File: src/rtl/scan_sel_gen_if.sv
// rtl/scan_sel_gen_if.sv - request/select bundle between scan_sel_gen and its driver
//
// Signals:
//   en, req[3:0], dwell[DWELL_W-1:0]          : driven by master, consumed by scan_sel_gen
//   sel_a, sel_b, sel_valid, sel_start        : driven by scan_sel_gen (slave)
interface scan_sel_gen_if #(
    parameter int DWELL_W = 8
);
    logic               en;
    logic [3:0]         req;
    logic [DWELL_W-1:0] dwell;
    logic               sel_a;
    logic               sel_b;
    logic               sel_valid;
    logic               sel_start;

    modport master (
        output en, req, dwell,
        input  sel_a, sel_b, sel_valid, sel_start
    );

    modport slave (
        input  en, req, dwell,
        output sel_a, sel_b, sel_valid, sel_start
    );
endinterface

File: src/rtl/scan_sel_gen.sv
// rtl/scan_sel_gen.sv - round-robin 2-bit select generator with programmable dwell
//
// Ports:
//   clk    : system clock, all state on rising edge
//   rst_n  : asynchronous active-low reset
//   bus    : scan_sel_gen_if.slave (en, req, dwell in; sel_a, sel_b, sel_valid, sel_start out)
// Option macro: SCAN_GAP_CYCLE_EN inserts one invalid cycle after every grant.
module scan_sel_gen #(
    parameter int DWELL_W = 8
) (
    input  logic           clk,
    input  logic           rst_n,
    scan_sel_gen_if.slave  bus
);
    typedef enum logic [1:0] {
        ST_IDLE = 2'd0,
        ST_HOLD = 2'd1,
        ST_GAP  = 2'd2
    } state_t;

    state_t             state, state_n;
    logic [1:0]         ptr, ptr_n;
    logic [1:0]         ch, ch_n;
    logic [DWELL_W-1:0] cnt, cnt_n;
    logic               valid_q, valid_n;
    logic               start_q, start_n;
    logic               grant;
    logic [1:0]         end_ptr;
    logic [2:0]         win_now, win_end;
    logic [DWELL_W-1:0] load_cnt;

    // Returns {found, index} of the first set request at or after base, wrapping 3->0.
    // Scans from the farthest offset down so the nearest hit is the one kept.
    function automatic logic [2:0] pick(input logic [3:0] r, input logic [1:0] base);
        logic [1:0] idx;
        logic [2:0] res;
        res = 3'b000;
        for (int k = 3; k >= 0; k--) begin
            idx = base + 2'(k);
            if (r[idx]) res = {1'b1, idx};
        end
        return res;
    endfunction

    assign end_ptr  = ch + 2'd1;
    assign win_now  = pick(bus.req, ptr);
    assign win_end  = pick(bus.req, end_ptr);
    assign load_cnt = (bus.dwell == '0) ? DWELL_W'(1) : bus.dwell;

    always_ff @(posedge clk or negedge rst_n) begin
        if (!rst_n) begin
            state   <= ST_IDLE;
            ptr     <= 2'd0;
            ch      <= 2'd0;
            cnt     <= '0;
            valid_q <= 1'b0;
            start_q <= 1'b0;
        end else begin
            state   <= state_n;
            ptr     <= ptr_n;
            ch      <= ch_n;
            cnt     <= cnt_n;
            valid_q <= valid_n;
            start_q <= start_n;
        end
    end

    always_comb begin
        state_n = state;
        ptr_n   = ptr;
        ch_n    = ch;
        cnt_n   = cnt;
        grant   = 1'b0;
        case (state)
            ST_IDLE: begin
                if (bus.en && win_now[2]) begin
                    grant = 1'b1;
                    ch_n  = win_now[1:0];
                end
            end
            ST_HOLD: begin
                if (cnt <= DWELL_W'(1)) begin
                    // Grant completed: priority always moves past the served channel,
                    // even if en dropped on this same edge.
                    ptr_n   = end_ptr;
                    state_n = ST_IDLE;
`ifdef SCAN_GAP_CYCLE_EN
                    if (bus.en) state_n = ST_GAP;
`else
                    if (bus.en && win_end[2]) begin
                        grant = 1'b1;
                        ch_n  = win_end[1:0];
                    end
`endif
                end else if (!bus.en) begin
                    // Abort: ptr untouched so the interrupted channel is served first again.
                    state_n = ST_IDLE;
                end else begin
                    cnt_n = cnt - DWELL_W'(1);
                end
            end
            ST_GAP: begin
                state_n = ST_IDLE;
                if (bus.en && win_now[2]) begin
                    grant = 1'b1;
                    ch_n  = win_now[1:0];
                end
            end
            default: state_n = ST_IDLE;
        endcase
        if (grant) begin
            state_n = ST_HOLD;
            cnt_n   = load_cnt;
        end
    end

    always_comb begin
        valid_n = (state_n == ST_HOLD);
        start_n = grant;
    end

    assign bus.sel_a     = ch[1];
    assign bus.sel_b     = ch[0];
    assign bus.sel_valid = valid_q;
    assign bus.sel_start = start_q;
endmodule

File: src/flat_wrapper.sv
// flat-port wrapper written by rule: the top's interface ports become plain ports
module scan_sel_gen_flat 
#(
    parameter int DWELL_W = 8
)
  (clk, rst_n, bus_en, bus_req, bus_dwell, bus_sel_a, bus_sel_b, bus_sel_valid, bus_sel_start);
  scan_sel_gen_if #(.DWELL_W(DWELL_W)) bus_i ();
  input  logic clk;
  input  logic rst_n;
  input wire logic [$bits(bus_i.en)-1:0] bus_en;
  input wire logic [$bits(bus_i.req)-1:0] bus_req;
  input wire logic [$bits(bus_i.dwell)-1:0] bus_dwell;
  output wire logic [$bits(bus_i.sel_a)-1:0] bus_sel_a;
  output wire logic [$bits(bus_i.sel_b)-1:0] bus_sel_b;
  output wire logic [$bits(bus_i.sel_valid)-1:0] bus_sel_valid;
  output wire logic [$bits(bus_i.sel_start)-1:0] bus_sel_start;
  assign bus_i.en = bus_en;
  assign bus_i.req = bus_req;
  assign bus_i.dwell = bus_dwell;
  assign bus_sel_a = bus_i.sel_a;
  assign bus_sel_b = bus_i.sel_b;
  assign bus_sel_valid = bus_i.sel_valid;
  assign bus_sel_start = bus_i.sel_start;
  scan_sel_gen #(.DWELL_W(DWELL_W)) u_core (.clk(clk), .rst_n(rst_n), .bus(bus_i));
endmodule
File: config.mk
export PLATFORM = sky130hd
export DESIGN_NAME = scan_sel_gen_flat
export DESIGN_NICKNAME = d
export VERILOG_FILES = /design/src/rtl/scan_sel_gen_if.sv /design/src/rtl/scan_sel_gen.sv /design/src/flat_wrapper.sv
export SDC_FILE = /design/constraint.sdc
export NUM_CORES = 1
export LEC_CHECK = 0
export ABC_AREA = 0
export CAP_MARGIN = 20
export CORE_AREA = 2 2 59 72
export DETAILED_ROUTE_END_ITERATION = 16
export DIE_AREA = 0 0 61 74
export SLEW_MARGIN = 20
export SYNTH_ARGS = -nofsm -noshare
export SYNTH_HDL_FRONTEND = slang
export SYNTH_SLANG_ARGS = --single-unit
File: constraint.sdc
create_clock -name clk -period 5.4 [get_ports clk]
set_input_delay 0.54 -clock clk [delete_from_list [all_inputs] [get_ports clk]]
set_output_delay 0.54 -clock clk [all_outputs]
set_load 0.01 [all_outputs]
==> flow_summary.rst, run 1 <==
.. list-table::
   :header-rows: 1

   * - Metric
     - Value
   * - Post-route worst hold slack
     - 555.9 ps
   * - Total chip power
     - 0.4365 mW
   * - Post-detailed-route DRC marker count
     - 0
   * - Outcome
     - complete, no violations
   * - Final worst setup slack
     - 2728 ps
   * - P_int
     - 0.2834 mW
   * - Share of power burned in combinational logic
     - 0.331
   * - Antenna violations before repair
     - 0
   * - Worst path max stage delay
     - 530 ps
   * - Worst setup path class
     - in -> reg
   * - Net switching power of the design
     - 0.1531 mW
   * - CTS H-Tree Depth
     - 1
   * - Detailed placement HPWL
     - 1962 um
   * - Vias
     - 977
   * - Initial DRT Pass Iterations
     - 4
   * - Cell area power density
     - 312.6 nW/um^2
   * - Pins Over Slew Limit
     - 0
   * - Mapped Nets
     - 141
   * - Post-Place Cells
     - 191
   * - Initial DRC count
     - 60
   * - Setup repair after global routing missed its margin
     - false
   * - Total negative setup slack
     - 0 ps
   * - Capturing element of the worst setup path
     - u_core.cnt[6]
   * - Sequential element share of the synthesized area
     - 0.3575
   * - Initial core utilization
     - 0.2911
   * - Area contributors post-synth
     - dfrtp_1 36%, a21oi_1 4.0%, nor2_1 4.0%
   * - Placeable core region
     - 3847 sq um
   * - Area share of the leading cell type in the synthesized netlist
     - 0.3575
   * - Leading area contributor after synthesis
     - dfrtp_1
   * - Leftover overflow at the end of global routing
     - 0
   * - Number of warning messages in the yosys log
     - 0
   * - Y dimension of the die
     - 74 um
   * - Crit path launch
     - bus_req[0]
   * - Clock Sinks
     - 16
   * - Clock buffers created by TritonCTS
     - 3
   * - Number of hold buffers added after cts
     - 0
   * - Clock root buffer
     - clkbuf_8
   * - Cell depth of the worst setup path
     - 7
   * - Aggregate routed wire length
     - 2516 um
   * - CP max FO
     - 11
   * - Clock skew
     - 2.511 ps
   * - Maximum root-to-sink buffer count
     - 2
   * - Series of cell instances along the critical path
     - clkdlybuf4s50_1 > o41ai_2 > nor2_1 > a21oi_2 > bufinv_8 > o21ai_0 > a22oi_2
   * - R2r setup slk
     - 2950 ps
   * - Global placer's final weighted congestion
     - 0.8644
   * - Average instance area after synthesis
     - 9.031 sq um
   * - Final #Nets
     - 159
   * - Worst Max-Slew Pin Slew
     - 741.7 ps
   * - Clock transition at the registers of the reported paths
     - 60 ps
   * - Number of antenna diodes
     - 0
   * - Maximum capacitance violations
     - 0
   * - Final worst path period need
     - 2672 ps
   * - Critical path startpoint category
     - input port
   * - Pin count of the biggest net entering global routing
     - 17
   * - Launch instance of the worst register-to-register path
     - u_core.cnt[0]
   * - Synth Register Bits
     - 16
   * - Final-report hold violation count
     - 0
   * - Worst reg2reg path endpoint
     - u_core.cnt[6]
   * - GRT Resource Usage Total
     - 0.1240
   * - CP endpoint kind
     - register
   * - Primary flip-flop cell chosen by synthesis mapping
     - dfrtp_1
   * - Post-synth EDFFs
     - 0
   * - Non-filler cells in the finished layout
     - 195
   * - Placement row count
     - 25
   * - Footprint of the flip-flops and latches
     - 400.4 sq um
   * - Highest-delay cell along the critical path
     - a21oi_2
   * - Die outline width
     - 61 um
   * - Count of buffers added by post-CTS timing repair for setup
     - 0
   * - Setup violations, final
     - 0
   * - Leakage power of the design
     - 0.5790 nW
   * - Number of nets with antenna violations after routing
     - 0
   * - Number of instances in the synthesized netlist
     - 124
   * - Via count of the first global-routing pass
     - 1,014
   * - First-pass GRT wire length
     - 4340 um
   * - Maximum clock frequency
     - 374.2 MHz
   * - Family with the most delay on the worst path
     - compound AO/OA/AOI/OAI gates
   * - Detail-routed via count per cell
     - 5.010
   * - Relative contribution of sequential cells to total power
     - 0.430
   * - TritonCTS clock tree
     - done
   * - Area taken by multi-input logic gates
     - 631.9 sq um
   * - Pre-CTS WS
     - 2482 ps
   * - Clock Latency Late Sink
     - 240 ps
   * - Worst slew margin relative to its limit
     - 0.5040
   * - R2R depth
     - 8
   * - Synth-to-layout area growth
     - 24.69%
   * - Tightest Hold Check Type
     - reg -> reg
   * - Unique masters post-synth
     - 43
   * - VDD IR-drop max
     - 0.1229 mV
   * - Async set-or-reset flop fraction in the synthesized netlist
     - 1.000
   * - DIE AREA
     - 4514 sq um
   * - Share of final-layout standard cells stronger than drive strength 1
     - 0.1418
   * - Number of buffers and inverters on the critical path
     - 2
   * - CTS-repair resized insts
     - 0
   * - Switching share of power
     - 0.3507
   * - Data arrival, critical path
     - 2790 ps
   * - Required time reported for the critical path endpoint
     - 5520 ps
   * - Top Ports
     - 19
   * - Routed length per placed instance
     - 12.90 um
   * - Number of inserted filler cells in the final layout
     - 406
   * - Share of the clock period used by the worst path
     - 0.4949
   * - Clock share of power
     - 0.239
   * - Buffers added on ports
     - 18
   * - Synth Cell Area
     - 1120 sq um
## logic make-up (layout without fill, tap and decap cells)
logic type	after synthesis	count (layout)	synth area share
other	1	1	0.003349
flip-flops	16	16	0.3575
buffers and inverters	17	34	0.07822
multiplexers	5	5	0.04581
adder cells (fa/ha/maj)	2	2	0.02234
AO/OA/AOI/OAI	40	40	0.2793
XOR/XNOR	1	1	0.007823
AND/OR/NAND/NOR	42	42	0.2056
## placed cells by master (no fill, tap or decap), drive strengths merged, types with 2 or more instances in the layout
cell type and n:
nand2b 5, o2bb2ai 3, nor2 12, nor3 6
a22oi 3, inv 11, a21oi 10, nor4 4
dfrtp 16, nand2 7, o21ai 10, clkdlybuf4s50 18
mux2i 4, clkbuf 4, ha 2, a2111oi 2
o41ai 3, nor3b 2
## Yosys cell counts, drive strengths merged, types with 3 or more instances
cell     instances
nand2            7
o21ai           10
o2bb2ai          3
dfrtp           16
inv             11
a21oi           10
clkbuf           4
o41ai            3
nor4             4
mux2i            4
nand2b           5
nor3             6
nor2            12
a22oi            3
## state kept, by name, summed over array words and instances (netlist names)
register and flops:
u_core.cnt 8, u_core.ch 2, u_core.ptr 2, u_core.state 2, u_core.bus.sel_start 1, u_core.bus.sel_valid 1
## per-stage QoR
step / area [sq um] / util
2_1_floorplan: 1120 / -
3_3_place_gp: 1341 / 0.3486
3_5_place_dp: 1341 / 0.3486
4_1_cts: 1396 / 0.3629
5_1_grt: 1396 / 0.3629
6_report: 1396 / 0.3629
## how the worst min path moves through the flow
stage,cells after the start,start,slack [ps],to
CTS,2,u_core.cnt[6],560,u_core.cnt[6]
floorplan,0,rst_n,240,u_core.bus.sel_start
global placement,2,u_core.cnt[6],540,u_core.cnt[6]
finish,2,u_core.cnt[6],560,u_core.cnt[6]
global route,2,u_core.cnt[6],570,u_core.cnt[6]
detailed placement,2,u_core.cnt[6],550,u_core.cnt[6]
## routing by layer
layer,track usage,vias up,wire length (um)
li1,-,487,-
met5,0,-,0
met4,0.04348,0,29
met1,0.1542,455,1114
met2,0.2162,31,1206
met3,0.01739,4,165
## power by group through the flow
stage / combinational, mW / sequential (mW) / clock (mW)
floorplan: 0.105 / 0.179 / 0
global route: 0.162 / 0.193 / 0.113
detailed placement: 0.145 / 0.189 / 0
finish: 0.144 / 0.188 / 0.104
global placement: 0.142 / 0.187 / 0
CTS: 0.146 / 0.187 / 0.108
## tightest hold or removal path: stages (launching register included)
cell	delay, ps
dfrtp_1	400
inv_1	70
a22oi_2	50
## cell type report
class | count | area share
Timing Repair Buffer | 18 | 0.1290
Clock buffer | 4 | 0.03943
Inverter | 12 | 0.04391
Tap cell | 54 | 0.04839
Multi-Input combinational cell | 91 | 0.4525
Sequential cell | 16 | 0.2867
Note: power is estimated with default switching activity, not from simulation.
==> run 2, diff against run 1 <==
- clock period: 5.4 -> 2.1 ns (I/O delays scaled with it)
==> run 2 against run 1 <==
Non-clock buffer count rose by 6. Sequential power rose to 2.5 times the previous value. Combinational power rose to 2.7 times the previous value. Design area up 3.4%. Power grew to 2.6 times the previous value. First-iteration DRC count increased by 5.0%.
==> flow_summary.rst, run 2 (same netlist as run 1, synthesis figures left out) <==
.. list-table::
   :header-rows: 1

   * - Metric
     - Value
   * - Critical path startpoint category
     - register
   * - Launch instance of the worst register-to-register path
     - u_core.cnt[7]
   * - Aggregate routed wire length
     - 2535 um
   * - Share of the clock period used by the worst path
     - 0.9106
   * - Maximum clock frequency
     - 523.0 MHz
   * - Number of hold buffers added after cts
     - 0
   * - Worst setup path class
     - reg -> reg
   * - Final-report hold violation count
     - 0
   * - Antenna violations before repair
     - 0
   * - R2r setup slk
     - 190 ps
   * - Top Ports
     - 19
   * - Total chip power
     - 1.137 mW
   * - Largest register FFs
     - 8
   * - Vias
     - 1,007
   * - Worst Max-Slew Pin Slew
     - 738.6 ps
   * - Clock skew
     - 6.465 ps
   * - Worst slew margin relative to its limit
     - 0.5060
   * - Pin count of the biggest net entering global routing
     - 17
   * - CP endpoint kind
     - register
   * - Synth-to-layout area growth
     - 28.94%
   * - Clock root buffer
     - clkbuf_8
   * - Initial core utilization
     - 0.2911
   * - Count of buffers added by post-CTS timing repair for setup
     - 0
   * - Setup violations, final
     - 0
   * - Total negative setup slack
     - 0 ps
   * - Clock buffers created by TritonCTS
     - 3
   * - Clock Sinks
     - 16
   * - Buffers added on ports
     - 18
   * - CP max FO
     - 10
   * - Commonest non-fill, non-tap cell in the layout
     - clkdlybuf4s50_1
   * - Via count of the first global-routing pass
     - 949
   * - Leftover overflow at the end of global routing
     - 0
   * - Cell area power density
     - 787.1 nW/um^2
   * - First-pass GRT wire length
     - 4112 um
   * - Share of final-layout standard cells stronger than drive strength 1
     - 0.1837
   * - Initial DRT Pass Iterations
     - 4
   * - Pins Over Slew Limit
     - 0
   * - Worst reg2reg path endpoint
     - u_core.cnt[6]
   * - Tightest Hold Check Type
     - in -> async
   * - Maximum root-to-sink buffer count
     - 2
   * - TritonCTS clock tree
     - done
   * - VDD IR-drop max
     - 0.3826 mV
   * - Clock Latency Late Sink
     - 250 ps
   * - Placement row count
     - 25
   * - Detailed placement HPWL
     - 2015 um
   * - Largest reg by FF count
     - u_core.cnt
   * - Setup repair after global routing missed its margin
     - false
   * - DIE AREA
     - 4514 sq um
   * - Leakage power of the design
     - 0.6077 nW
   * - Number of nets with antenna violations after routing
     - 0
   * - CTS H-Tree Depth
     - 1
   * - Post-detailed-route DRC marker count
     - 0
   * - R2R depth
     - 6
   * - Die outline width
     - 61 um
   * - Placeable core region
     - 3847 sq um
   * - Required time reported for the critical path endpoint
     - 2220 ps
   * - GRT Resource Usage Total
     - 0.1165
   * - Initial DRC count
     - 63
   * - Final worst setup slack
     - 187.8 ps
   * - Maximum capacitance violations
     - 0
   * - Global placer's final weighted congestion
     - 0.8692
   * - Post-route worst hold slack
     - 396.4 ps
   * - Final #Nets
     - 165
   * - Most frequent cells in the layout
     - 18 x clkdlybuf4s50_1, 16 x dfrtp_1, 11 x nor2_1
   * - Final worst path period need
     - 1912 ps
   * - Non-filler cells in the finished layout
     - 201
   * - Outcome
     - complete, no violations
   * - Post-Place Cells
     - 197
   * - Data arrival, critical path
     - 2040 ps
   * - Number of antenna diodes
     - 0
   * - Pre-CTS WS
     - 43.64 ps
   * - Detail-routed via count per cell
     - 5.010
   * - Routed length per placed instance
     - 12.61 um
   * - Clock transition at the registers of the reported paths
     - 70 ps
   * - Y dimension of the die
     - 74 um
run 2: worst max-delay path, stage by stage, from the launching register on:
cell and delay (ps):
dfrtp_1 410, or4_4 580, o31ai_2 330, a21o_4 230, inv_4 80, o21ai_0 100, a22oi_2 60
run 2: power by group:
part / total [mW] / switching (mW) / internal, mW
Clock: 0.274 / 0.108 / 0.166
Sequential: 0.479 / 0.0961 / 0.383
Combinational: 0.384 / 0.193 / 0.190
Total: 1.14 / 0.397 / 0.739
run 2: worst max path at each step:
stage,depth (start not counted),end,start,slack (ps)
2_1_floorplan,4,u_core.ptr[0],u_core.cnt[7],300
3_3_place_gp,7,u_core.cnt[7],bus_req[0],90
3_5_place_dp,7,u_core.cnt[3],bus_req[0],40
4_1_cts,8,u_core.cnt[6],u_core.cnt[0],90
5_1_grt,8,u_core.cnt[6],u_core.cnt[0],40
6_report,6,u_core.cnt[6],u_core.cnt[7],190
run 2: through the flow:
step	cell area, sq um	utilization
2_1_floorplan	1120	-
3_5_place_dp	1386	0.3603
3_3_place_gp	1386	0.3603
5_1_grt	1444	0.3753
4_1_cts	1441	0.3746
6_report	1444	0.3753
run 2: what timing repair did:
item / 4_1_cts / 5_1_grt
gates resized for setup: 0 / 1
setup endpoints to repair: 0 / 7
endpoints found under the hold margin: 0 / 0
run 2: final cells by class:
| cell class | count | area, sq um |
|---|---|---|
| tap | 54 | 67.56 |
| fill | 410 | 2404 |
| sequential | 16 | 400.4 |
| clock buffer | 4 | 55.05 |
| inverter | 12 | 61.31 |
| multi-input combinational | 91 | 634.4 |
| timing repair buffer | 24 | 225.2 |
run 2: layer usage:
layer	wire [um]	GRT usage	vias up
met3	119	0.01739	2
met4	14	0.02899	0
li1	-	-	501
met2	1225	0.2162	22
met5	0	0	-
met1	1176	0.1377	482
==> RTL change: new RTL, settings of run 2 <==
`DWELL_W` is set to 8 in 3 places; all go to 10.
--- a/src/rtl/scan_sel_gen_if.sv
+++ b/src/rtl/scan_sel_gen_if.sv
@@ -4,7 +4,7 @@
 //   en, req[3:0], dwell[DWELL_W-1:0]          : driven by master, consumed by scan_sel_gen
 //   sel_a, sel_b, sel_valid, sel_start        : driven by scan_sel_gen (slave)
 interface scan_sel_gen_if #(
-    parameter int DWELL_W = 8
+    parameter int DWELL_W = 10
 );
     logic               en;
     logic [3:0]         req;
--- a/src/rtl/scan_sel_gen.sv
+++ b/src/rtl/scan_sel_gen.sv
@@ -6,7 +6,7 @@
 //   bus    : scan_sel_gen_if.slave (en, req, dwell in; sel_a, sel_b, sel_valid, sel_start out)
 // Option macro: SCAN_GAP_CYCLE_EN inserts one invalid cycle after every grant.
 module scan_sel_gen #(
-    parameter int DWELL_W = 8
+    parameter int DWELL_W = 10
 ) (
     input  logic           clk,
     input  logic           rst_n,
--- a/src/flat_wrapper.sv
+++ b/src/flat_wrapper.sv
@@ -1,7 +1,7 @@
 // flat-port wrapper written by rule: the top's interface ports become plain ports
 module scan_sel_gen_flat 
 #(
-    parameter int DWELL_W = 8
+    parameter int DWELL_W = 10
 )
   (clk, rst_n, bus_en, bus_req, bus_dwell, bus_sel_a, bus_sel_b, bus_sel_valid, bus_sel_start);
   scan_sel_gen_if #(.DWELL_W(DWELL_W)) bus_i ();
Ports: changed (resized bus_dwell); port bits go from 19 to 21. The function was not compared with the original's and may differ.
==> RTL change against run 2 <==
The run now ends with negative setup slack left. Sequential cell count is 2 higher. Wire length is 28% higher. Setup slack worse by 0.19 ns. Combinational power rose by 41%. Critical endpoint is now u_core.cnt[7]$_DFFE_PN0P_. Power is 16% higher. Sequential share of layout area fell by 1.9 points. Non-clock buffer count rose by 21. Area after synthesis rose by 7.4%. Largest cell class unchanged. Hold slack got worse by 0.12 ns. Synthesized cell count rose by 9.7%. Critical path type unchanged. Cell area is 21% higher.
==> RTL change: results (changes against run 2) <==
placement:
  pre_cts_ws_ns: -0.0465  # -0.0901 ns
  gp_congestion: 0.871  # +0.15%
  post_dp_cell_area_um2: 1640  # +18%
  dp_cells: 231  # +17%
  io_buffers: 20  # +2
critical_path:
  critPathTopFamily: "simple AND/OR/NAND/NOR gates"
  path_max_fanout: 8  # -2
  critical-path-max-stage-delay_ns: 0.54  # -0.04 ns
  crit_path_end: "u_core.cnt[7]$_DFFE_PN0P_"
  reg2reg_depth: 7  # +1
  critPathKind: "reg2reg"
  crit_arrival_ns: 2.27  # +0.23 ns
finish:
  final_cells: 236  # +17%
  nNetsFinal: 202  # +22%
  largest_reg_flops: 10  # +2
yosys:
  syn-num-nets: 155  # +9.9%
  synth.area.top_cells: "dfrtp_1 37%, nand2_1 5.0%, o21ai_0 4.6%"
  synth_common_cells: "18 x dfrtp_1, 16 x nand2_1, 11 x o21ai_0"
  ys_seq_area_share_pct: 37.5  # +1.7 points
  postSynthAreaPerCell_um2: 8.84  # -2.1%
  yosysUniqueCellTypes: 45  # +4.7%
pwr:
  cellLeakagePower_nw: 0.738  # +21%
  total_power_mw: 1.31  # +16%
  powerClk_mw: 0.293  # +7%
  seq-power_mw: 0.477
  powerDensity_nw_per_um2: 752  # -4.5%
  switchingPower_mw: 0.447  # +12%
  irDropWorstVdd_v: 0.000378  # -1.2%
global_route:
  grt_pass1_wl_mm: 5.26  # +28%
timing:
  whs_ns: 0.275  # -0.121 ns
  setup_viol: 1  # +1
  final.setup.tns_ns: -0.00195  # -0.00195 ns
  skew_ns: 0.00475  # -0.00172 ns
  setup_ws_ns: -0.00195  # -0.190 ns
routing:
  drt_iter0_drc: 55  # -13%
  dr_total_vias: 1220  # +21%
  postRouteWirelength_mm: 3.24  # +28%
outcome:
  status: "complete, but fails checks"
  violations: "negative setup slack"
-- RTL change: what timing repair did --
item,4_1_cts,5_1_grt
cloned,1,0
pin swaps,3,6
gates resized for setup,2,13
setup endpoints to repair,7,7
-- RTL change: area by class of cell --
type / count / area share, %
Clock buffer: 4 / 3.15
Multi-Input combinational cell: 106 / 41.9
Timing Repair Buffer: 45 / 22.9
Sequential cell: 18 / 25.8
Tap cell: 54 / 3.87
Inverter: 9 / 2.36
-- RTL change: kinds of logic (layout without fill, tap and decap cells) --
group | count (synthesis) | after routing | share of synthesized area, %
flops | 18 | 18 | 37.5
other cells | 1 | 1 | 0.312
simple gates | 51 | 51 | 22.2
compound gates | 44 | 45 | 26.8
mux | 2 | 2 | 1.77
buf+inv | 13 | 58 | 5.72
xor+xnor | 5 | 5 | 3.64
fa+ha+maj | 2 | 2 | 2.08
-- RTL change: layer usage --
layer	global-route usage, %	part of all wire [%]
met1	17.8	41
met2	27.4	53
met4	6.52	2.3
met3	1.91	4.2
met5	0	0
